$ cat config.mk
export PLATFORM = sky130hd
export DESIGN_NAME = debug_unit_receive
export DESIGN_NICKNAME = d
export VERILOG_FILES = /design/src/rtl/debug_unit_pkg.sv /design/src/rtl/debug_rx_word_assembler.sv /design/src/rtl/debug_unit_receive.sv
export SDC_FILE = /design/constraint.sdc
export NUM_CORES = 1
export LEC_CHECK = 0
export CORE_MARGIN = 2
export CORE_UTILIZATION = 50
export CTS_CLUSTER_SIZE = 12
export DETAILED_ROUTE_END_ITERATION = 7
export GPL_TIMING_DRIVEN = 0
export HOLD_SLACK_MARGIN = 0.03
export PLACE_DENSITY_LB_ADDON = 0.08
export SLEW_MARGIN = 30
export SYNTH_ARGS = -nofsm -noshare
export SYNTH_HDL_FRONTEND = slang
export SYNTH_HIERARCHICAL = 1
export SYNTH_SLANG_ARGS = --single-unit
$ cat constraint.sdc
create_clock -name i_clock -period 5.7 [get_ports i_clock]
set_input_delay 0.57 -clock i_clock [delete_from_list [all_inputs] [get_ports i_clock]]
set_output_delay 0.57 -clock i_clock [all_outputs]
set_load 0.1 [all_outputs]
$ cat src/rtl/debug_unit_pkg.sv
// Shared encodings for the debug link: state codes (also used by the transmit side),
// host command bytes and the program terminator word.
package debug_unit_pkg;

  typedef enum logic [2:0] {
    ST_IDLE      = 3'd0,
    ST_LOAD      = 3'd1,
    ST_RUN       = 3'd2,
    ST_STEP      = 3'd3,
    ST_STEP_WAIT = 3'd4
  } state_t;

  localparam logic [7:0] CMD_LOAD = 8'h4C;
  localparam logic [7:0] CMD_CONT = 8'h43;
  localparam logic [7:0] CMD_STEP = 8'h53;
  localparam logic [7:0] CMD_NEXT = 8'h4E;
  localparam logic [7:0] CMD_EXIT = 8'h45;

  localparam logic [31:0] HALT_WORD = 32'hFFFF_FFFF;

endpackage

$ cat src/rtl/debug_rx_word_assembler.sv
// Packs LSB-first bytes into a word; word_valid pulses the cycle after the last byte.
// A byte may arrive during the word_valid cycle and starts the next word.
module debug_rx_word_assembler #(
  parameter int WORD_W = 32,
  parameter int BYTE_W = 8
) (
  input  logic              i_clock,
  input  logic              i_reset,
  input  logic              clear,
  input  logic              byte_valid,
  input  logic [BYTE_W-1:0] byte_data,
  output logic [WORD_W-1:0] word,
  output logic              word_valid
);

  localparam int NBYTES = WORD_W / BYTE_W;
  localparam int CNT_W  = (NBYTES > 1) ? $clog2(NBYTES) : 1;

  logic [CNT_W-1:0] cnt;

  always_ff @(posedge i_clock) begin
    if (i_reset || clear) begin
      cnt        <= '0;
      word       <= '0;
      word_valid <= 1'b0;
    end else begin
      word_valid <= 1'b0;
      if (byte_valid) begin
        // First byte zeroes the upper lanes so no stale data survives an abort.
        if (cnt == '0) word <= WORD_W'(byte_data);
        else           word[cnt*BYTE_W +: BYTE_W] <= byte_data;
        if (cnt == CNT_W'(NBYTES-1)) begin
          cnt        <= '0;
          word_valid <= 1'b1;
        end else begin
          cnt <= cnt + 1'b1;
        end
      end
    end
  end

endmodule

$ cat src/rtl/debug_unit_receive.sv
module debug_unit_receive
  import debug_unit_pkg::*;
#(
  parameter int          N_BITS_INSTR   = 32,
  parameter int          N_BITS_UART    = 8,
  parameter int          N_BITS_ADDR    = 32,
  parameter int          MEM_DEPTH      = 64,
  parameter logic [31:0] HALT_INSTR     = HALT_WORD,
  parameter int          TIMEOUT_CYCLES = 1000000,
  parameter int          NB_STATE       = 3
) (
  input  logic                    i_clock,
  input  logic                    i_reset,
  input  logic [N_BITS_UART-1:0]  i_uart_rx_data,
  input  logic                    i_uart_rx_done,
  input  logic                    i_halt,
  input  logic                    i_tx_done,
  output logic [N_BITS_INSTR-1:0] o_instr_data,
  output logic [N_BITS_ADDR-1:0]  o_instr_addr,
  output logic                    o_instr_write_en,
  output logic                    o_execution_mode,
  output logic                    o_cpu_enable,
  output logic                    o_step,
  output logic                    o_program_loaded,
  output logic                    o_load_error,
  output logic [NB_STATE-1:0]     o_state
);

  localparam int IDX_W = $clog2(MEM_DEPTH) + 1;

  state_t             state;
  logic [IDX_W-1:0]   word_idx;
  logic               halt_seen;
  logic               word_valid;
  logic               asm_clear;
  logic               load_cmd;
  logic               tmo_hit;
  logic [7:0]         rx_byte;

  assign rx_byte  = 8'(i_uart_rx_data);
  assign load_cmd = (state == ST_IDLE) && i_uart_rx_done && (rx_byte == CMD_LOAD);

`ifdef DEBUG_RX_TIMEOUT_EN
  localparam int TMO_W = $clog2(TIMEOUT_CYCLES + 1);
  logic [TMO_W-1:0] tmo_cnt;

  always_ff @(posedge i_clock) begin
    if (i_reset || state != ST_LOAD || i_uart_rx_done) tmo_cnt <= '0;
    else if (!tmo_hit)                                 tmo_cnt <= tmo_cnt + 1'b1;
  end

  assign tmo_hit = (state == ST_LOAD) && !i_uart_rx_done &&
                   (tmo_cnt >= TMO_W'(TIMEOUT_CYCLES - 1));
`else
  assign tmo_hit = 1'b0;
`endif

  assign asm_clear = load_cmd || tmo_hit;

  debug_rx_word_assembler #(
    .WORD_W (N_BITS_INSTR),
    .BYTE_W (N_BITS_UART)
  ) u_asm (
    .i_clock    (i_clock),
    .i_reset    (i_reset),
    .clear      (asm_clear),
    .byte_valid (i_uart_rx_done && state == ST_LOAD),
    .byte_data  (i_uart_rx_data),
    .word       (o_instr_data),
    .word_valid (word_valid)
  );

  assign o_instr_write_en = word_valid;
  assign o_instr_addr     = N_BITS_ADDR'({word_idx, 2'b00});
  assign o_state          = NB_STATE'(state);

  always_ff @(posedge i_clock) begin
    if (i_reset) begin
      state            <= ST_IDLE;
      word_idx         <= '0;
      halt_seen        <= 1'b0;
      o_execution_mode <= 1'b0;
      o_cpu_enable     <= 1'b0;
      o_step           <= 1'b0;
      o_program_loaded <= 1'b0;
      o_load_error     <= 1'b0;
    end else begin
      o_step <= 1'b0;
      unique case (state)
        ST_IDLE: if (i_uart_rx_done) begin
          if (rx_byte == CMD_LOAD) begin
            state            <= ST_LOAD;
            word_idx         <= '0;
            o_program_loaded <= 1'b0;
            o_load_error     <= 1'b0;
          end else if (rx_byte == CMD_CONT && o_program_loaded) begin
            state            <= ST_RUN;
            o_execution_mode <= 1'b0;
            o_cpu_enable     <= 1'b1;
          end else if (rx_byte == CMD_STEP && o_program_loaded) begin
            state            <= ST_STEP;
            o_execution_mode <= 1'b1;
          end
        end
        ST_LOAD: begin
          if (word_valid) begin
            word_idx <= word_idx + 1'b1;
            if (o_instr_data == N_BITS_INSTR'(HALT_INSTR)) begin
              o_program_loaded <= 1'b1;
              state            <= ST_IDLE;
            end else if (word_idx == IDX_W'(MEM_DEPTH - 1)) begin
              o_load_error     <= 1'b1;
              o_program_loaded <= 1'b0;
              state            <= ST_IDLE;
            end
          end else if (tmo_hit) begin
            o_load_error     <= 1'b1;
            o_program_loaded <= 1'b0;
            state            <= ST_IDLE;
          end
        end
        ST_RUN: if (i_halt) begin
          o_cpu_enable <= 1'b0;
          state        <= ST_IDLE;
        end
        ST_STEP: if (i_uart_rx_done) begin
          if (rx_byte == CMD_NEXT) begin
            o_step       <= 1'b1;
            o_cpu_enable <= 1'b1;
            halt_seen    <= 1'b0;
            state        <= ST_STEP_WAIT;
          end else if (rx_byte == CMD_EXIT) begin
            o_execution_mode <= 1'b0;
            state            <= ST_IDLE;
          end
        end
        ST_STEP_WAIT: begin
          o_cpu_enable <= 1'b0;
          if (i_halt) halt_seen <= 1'b1;
          if (i_tx_done) begin
            if (halt_seen || i_halt) begin
              o_execution_mode <= 1'b0;
              state            <= ST_IDLE;
            end else begin
              state <= ST_STEP;
            end
          end
        end
        default: state <= ST_IDLE;
      endcase
    end
  end

endmodule

; Word level (Yosys, flattened, before mapping)
; Cells that the tools add are included.
[op_classes]
addsub = 3
n_mul = 0
div = 0
n_lt_le_gt_ge = 0
eq_ne = 31
n_shift = 2
muxes = 54
bitwise = 3
reduce_logical = 22
[ops]
columns = operator, count
row1 = equality test 8 x 7 -> 1 bit (second input constant), 5
row2 = two-way mux 3 bit, 12
row3 = negation 5 -> 34 bit, 1
row4 = variable shift 8 x 34 -> 32 bit (first input constant), 1
row5 = variable part select 8 x 34 -> 32 bit, 1
row6 = bitwise mux 32 bit, 1
row7 = equality test 32 bit (second input constant), 1
row8 = two-way mux 32 bit, 1
row9 = two-way mux 1 bit, 28
row10 = inequality test 2 bit (second input constant), 11
row11 = two-way mux 7 bit, 3
row12 = case mux 3 bit (5 select lines), 1
row13 = case mux 7 bit (2 select lines), 1
row14 = AND reduction 9 bit, 1
row15 = inequality test 2 x 1 -> 1 bit (second input constant), 4
row16 = AND reduction 4 bit, 2
row17 = AND reduction 8 bit, 1
row18 = adder 7 x 1 -> 7 bit (second input constant), 1
row19 = equality test 7 x 6 -> 1 bit (second input constant), 1
row20 = AND reduction 7 bit, 1
row21 = equality test 3 x 2 -> 1 bit (second input constant), 2
row22 = inequality test 3 x 1 -> 1 bit (second input constant), 2
row23 = case mux 1 bit (2 select lines), 3
row24 = AND reduction 6 bit, 1
row25 = other kinds (20), 29
[totals]
regBits = 51
latch_bits = 0
ram_bits = 0
romBits = 0
out_inout_bits = 73
mem_count = 0

; Logic depth before layout (Yosys ltp)
[logic_depth]
word_depth = 7
depth_mapped = 8

; By module
; Netlist, hierarchy kept.
[by_module_without_submodules]
columns = module, instances, cells_each, area_each_um2, seq_area_each_um2
row1 = debug_rx_word_assembler, 1, 173, 1430.1, 700.7
row2 = debug_unit_receive, 1, 170, 1391.3, 320.3

; Least setup slack after synthesis
; No wires, ideal clock.
[synth_timing]
path_type = register -> register
from = register state[0] (netlist: o_state[0])
to = register u_asm.word[0]
arrival_time_ns = 2.266
setup_slack_ns = 3.364
path_stages_with_launch = 8
n_path_buf = 3
path_cell_list = dfxtp_1 > buf_6 > nor2_1 > and4_1 > or2_2 > clkbuf_1 > buf_2 > a21oi_1
[synth_between]
elab_chain_len = 4
elab_cells_between_ends = 6
[synth_lines]
columns = element, line_no
row1 = "start, declared", debug_unit_receive.sv:31  ; state_t state;
row2 = "start signal, assigned", debug_unit_receive.sv:79  ; state <= ST_IDLE;
row3 = "start signal, assigned", debug_unit_receive.sv:92  ; state <= ST_LOAD;
row4 = "start signal, assigned", debug_unit_receive.sv:97  ; state <= ST_RUN;
row5 = logical NOT 3 bit, debug_unit_receive.sv:41  ; assign load_cmd = (state == ST_IDLE) && i_uart_rx_done && (rx_byte == CMD_LOAD);
row6 = logical AND 1 bit (2 in series), debug_unit_receive.sv:41
row7 = net asm_clear, debug_unit_receive.sv:35  ; logic asm_clear;
row8 = logical OR 1 bit, debug_rx_word_assembler.sv:22  ; if (i_reset || clear) begin
row9 = "end signal, assigned", debug_rx_word_assembler.sv:30  ; if (cnt == '0) word <= WORD_W'(byte_data);
row10 = "end signal, assigned by index", debug_rx_word_assembler.sv:31  ; else word[cnt*BYTE_W +: BYTE_W] <= byte_data;
row11 = "end, declared", debug_rx_word_assembler.sv:12  ; output logic [WORD_W-1:0] word,
; The timed path passes the listed nets, and every way through them passes these cells.
; A chain may end at the register's enable or synchronous reset.

; Worst setup path after layout
[layout_timing]
from = input port i_uart_rx_data[6]
to = register u_asm.word_valid
[layout_between]
elab_chain_len = 4
[layout_lines]
columns = element, line_no
row1 = "start, declared", debug_unit_receive.sv:14  ; input logic [N_BITS_UART-1:0] i_uart_rx_data,
row2 = equality test 8 x 7 -> 1 bit, debug_unit_receive.sv:41
row3 = logical AND 1 bit, debug_unit_receive.sv:41
row4 = net asm_clear, debug_unit_receive.sv:35
row5 = logical OR 1 bit, debug_rx_word_assembler.sv:22
row6 = OR reduction 2 bit (no source line), --
row7 = "end signal, assigned", debug_rx_word_assembler.sv:25  ; word_valid <= 1'b0;
row8 = "end signal, assigned", debug_rx_word_assembler.sv:27  ; word_valid <= 1'b0;
row9 = "end signal, assigned", debug_rx_word_assembler.sv:34  ; word_valid <= 1'b1;
row10 = "end, declared", debug_rx_word_assembler.sv:13  ; output logic word_valid
; The timed path passes the listed nets, and every way through them passes these cells.

==> impl_metrics.json <==
{
  "status": "finished, final reports clean",
  "syn_avg_cell_area_um2": 8.23,
  "setup_violations": 0,
  "syn2layout_area_growth_pct": 31.5,
  "drt-pass1-iter-count": 4,
  "drt-total-wl_mm": 7.28,
  "synth_seq_area_share": 0.362,
  "grt_usage": 0.237,
  "report.power.total_uw": 769,
  "drc": 0,
  "grt_setup_unrepaired": "no",
  "ys_seq_elements": 51,
  "viasPerCell": 5.30,
  "cp_max_fo": 10,
  "dp_hpwl_mm": 5.36,
  "clkSinkCount": 51,
  "drt-initial-drc-count": 145,
  "synth_edf_count": 0,
  "wire_per_inst_um": 14.4,
  "io_buffer_count": 59,
  "crit_buf_inv": 4,
  "die_y_um": 79.1,
  "syn_inst": 343,
  "placedCellCount": 498,
  "cp.arrival_ns": 3.06,
  "numCtsBuffers": 5,
  "peakVddDrop_uv": 181,
  "root_buffer": "clkbuf_8",
  "die-area_mm2": 0.00626,
  "async_flop_share": 0,
  "final_nets": 453,
  "fmax_mhz": 348,
  "antenna_cells": 0,
  "period_needed_ns": 2.87,
  "crit_chain": "clkdlybuf4s50_1, or3b_1, buf_2, nor4_2, and4_1, or2_2, clkbuf_1, buf_2, nor2_1",
  "antenna_found_initial": 0,
  "hp-class": "register to register",
  "cts_setup_buffers": 0,
  "synth_flop_cell": "dfxtp_1",
  "maxCapViolCount": 0,
  "clk_latency_ns": 0.30,
  "cp_top_family": "buffers and inverters",
  "fin_tns_setup_ns": 0,
  "fp.dieW_um": 79.1,
  "drv_slew": 0,
  "grt_pass1_wl_mm": 11.8,
  "yosys_warnings": 6,
  "crit_required_ns": 5.89,
  "h-tree-depth": 2,
  "fin_crit_sh": 0.504,
  "grt_pass1_vias": 2545,
  "start_kind": "primary input",
  "critPathMostFrequentCell": "buf_2",
  "gp_congestion": 0.954,
  "worst_pin_slew_ns": 0.974,
  "fin_ws_ns": 2.83,
  "clk_path_buf_depth": 2,
  "ctsHoldBuffers": 0,
  "end_kind": "register",
  "ant_nets": 0,
  "crit_type": "primary input to register",
  "core-area_mm2": 0.00547,
  "cp_slowest_stage_delay_ns": 0.62,
  "p_per_area_mw_per_mm2": 207,
  "clk_pin_slew_ns": 0.09,
  "grt_max_degree": 16,
  "hold_slack_ns": 0.450,
  "pin_count": 86,
  "synth.distinct_cells": 55,
  "initial_core_util": 0.516,
  "slew-limit-headroom": 0.348,
  "hold_violations": 0,
  "gr-total-overflow": 0,
  "fin_cells": 506,
  "vias": 2680,
  "cp_slowest_cell": "clkdlybuf4s50_1",
  "pre_cts_ws_ns": 2.51,
  "rows": 27,
  "cts_resized": 0,
  "p_leak_nw": 1.33,
  "drive_gt1_frac": 0.145,
  "tritoncts": "done",
  "netlist_area_mm2": 0.00282,
  "clock_skew_ns": 0.00892
}
==> cell type report <==
| cell class | count | area (µm²) |
|---|---|---|
| plain buffers | 49 | 314 |
| clock buffers | 6 | 82.6 |
| clock inverters | 2 | 35.0 |
| fillers | 512 | 1760 |
| inverters | 10 | 37.5 |
| multi-input cells | 257 | 1540 |
| flip-flops and latches | 51 | 1020 |
| well taps | 72 | 90.1 |
| repair buffers | 59 | 591 |
==> flip-flops by register name (all words and copies together), names as in the netlist <==
register / flops
o_step: 1
word_idx: 7
o_cpu_enable: 1
halt_seen: 1
o_program_loaded: 1
u_asm/word_valid: 1
o_load_error: 1
u_asm/word: 32
u_asm/cnt: 2
o_state: 3
o_execution_mode: 1
==> per-stage QoR <==
stage | util | area [µm²]
6_report | 0.678 | 3710
5_1_grt | 0.678 | 3710
4_1_cts | 0.678 | 3710
3_5_place_dp | 0.656 | 3590
3_3_place_gp | 0.656 | 3590
2_1_floorplan | - | 2910
==> worst paths after layout <==
| kind | cells past startpoint | slack (ns) | end | start |
|---|---|---|---|---|
| worst max-delay path | 9 | 2.83 | u_asm/word_valid | i_uart_rx_data[6] |
| worst min-delay path | 2 | 0.45 | o_load_error | o_load_error |
| worst min register to register | 2 | 0.45 | o_load_error | o_load_error |
| worst max register to register | 5 | 3.60 | o_state[0] | u_asm/word[15] |
==> placed cells by master (no fill, tap or decap), types with 5 or more instances in the layout <==
master           instances
nand2_1                 42
clkbuf_8                 6
conb_1                  25
dfxtp_1                 51
clkbuf_1                 6
nand2b_1                 6
a21oi_1                 41
clkdlybuf4s50_1         59
buf_4                   27
inv_1                   10
nand4_1                 35
nor2_1                  17
xnor2_1                  5
ha_1                     7
nand3_1                 12
buf_2                    8
==> Yosys cell counts (2+ instances only) <==
master | count | area share
a2111oi_0 | 2 | 0.0062
a2111oi_2 | 2 | 0.011
a211oi_1 | 4 | 0.011
a211oi_2 | 2 | 0.0089
a21oi_1 | 41 | 0.073
a32oi_1 | 2 | 0.0062
and3b_1 | 2 | 0.0062
and4_1 | 2 | 0.0062
buf_1 | 3 | 0.0040
buf_2 | 8 | 0.014
buf_4 | 27 | 0.072
buf_6 | 2 | 0.0080
clkbuf_1 | 6 | 0.0080
clkbuf_2 | 3 | 0.0053
dfxtp_1 | 51 | 0.36
ha_1 | 7 | 0.031
inv_1 | 10 | 0.013
mux2i_1 | 2 | 0.0071
nand2_1 | 42 | 0.056
nand2b_1 | 6 | 0.013
nand3_1 | 12 | 0.021
nand3b_1 | 2 | 0.0053
nand4_1 | 35 | 0.078
nor2_1 | 17 | 0.023
nor2b_1 | 3 | 0.0067
nor3_1 | 3 | 0.0053
nor3b_1 | 3 | 0.0080
nor4_1 | 4 | 0.0089
o211a_1 | 2 | 0.0071
o21ai_0 | 4 | 0.0071
o21ai_1 | 2 | 0.0035
o31ai_1 | 2 | 0.0053
or2_2 | 2 | 0.0044
or3b_1 | 3 | 0.0093
xnor2_1 | 5 | 0.016
==> cell families after synthesis <==
family | count (synthesis) | synth area share
xor gates and xnor gates | 5 | 0.0155
AOI/OAI and AO/OA | 74 | 0.171
adders and majority gates | 7 | 0.0310
and+or+nand+nor | 144 | 0.287
other | 1 | 0.00133
muxes | 2 | 0.00710
buffers and inverters | 59 | 0.125
DFF | 51 | 0.362
==> per-layer routing <==
| metal | global-route usage | vias up | routed length [µm] |
|---|---|---|---|
| li1 | - | 1365 | - |
| met1 | 0.295 | 1232 | 3180 |
| met2 | 0.416 | 76 | 3680 |
| met3 | 0.0341 | 7 | 363 |
| met4 | 0.0810 | 0 | 57 |
| met5 | 0 | - | 0 |
==> worst min-delay path, stage by stage (launching register included) <==
cell,delay (ns)
dfxtp_1,0.32
inv_1,0.04
a21oi_1,0.05
==> power by group <==
group,leakage [nW],internal [mW],switching (mW)
sequential,0.411,0.357,0.00135
clock,0.0612,0.142,0.121
combinational,0.857,0.0321,0.115
total,1.33,0.532,0.237
(Power assumes the default switching activity.)
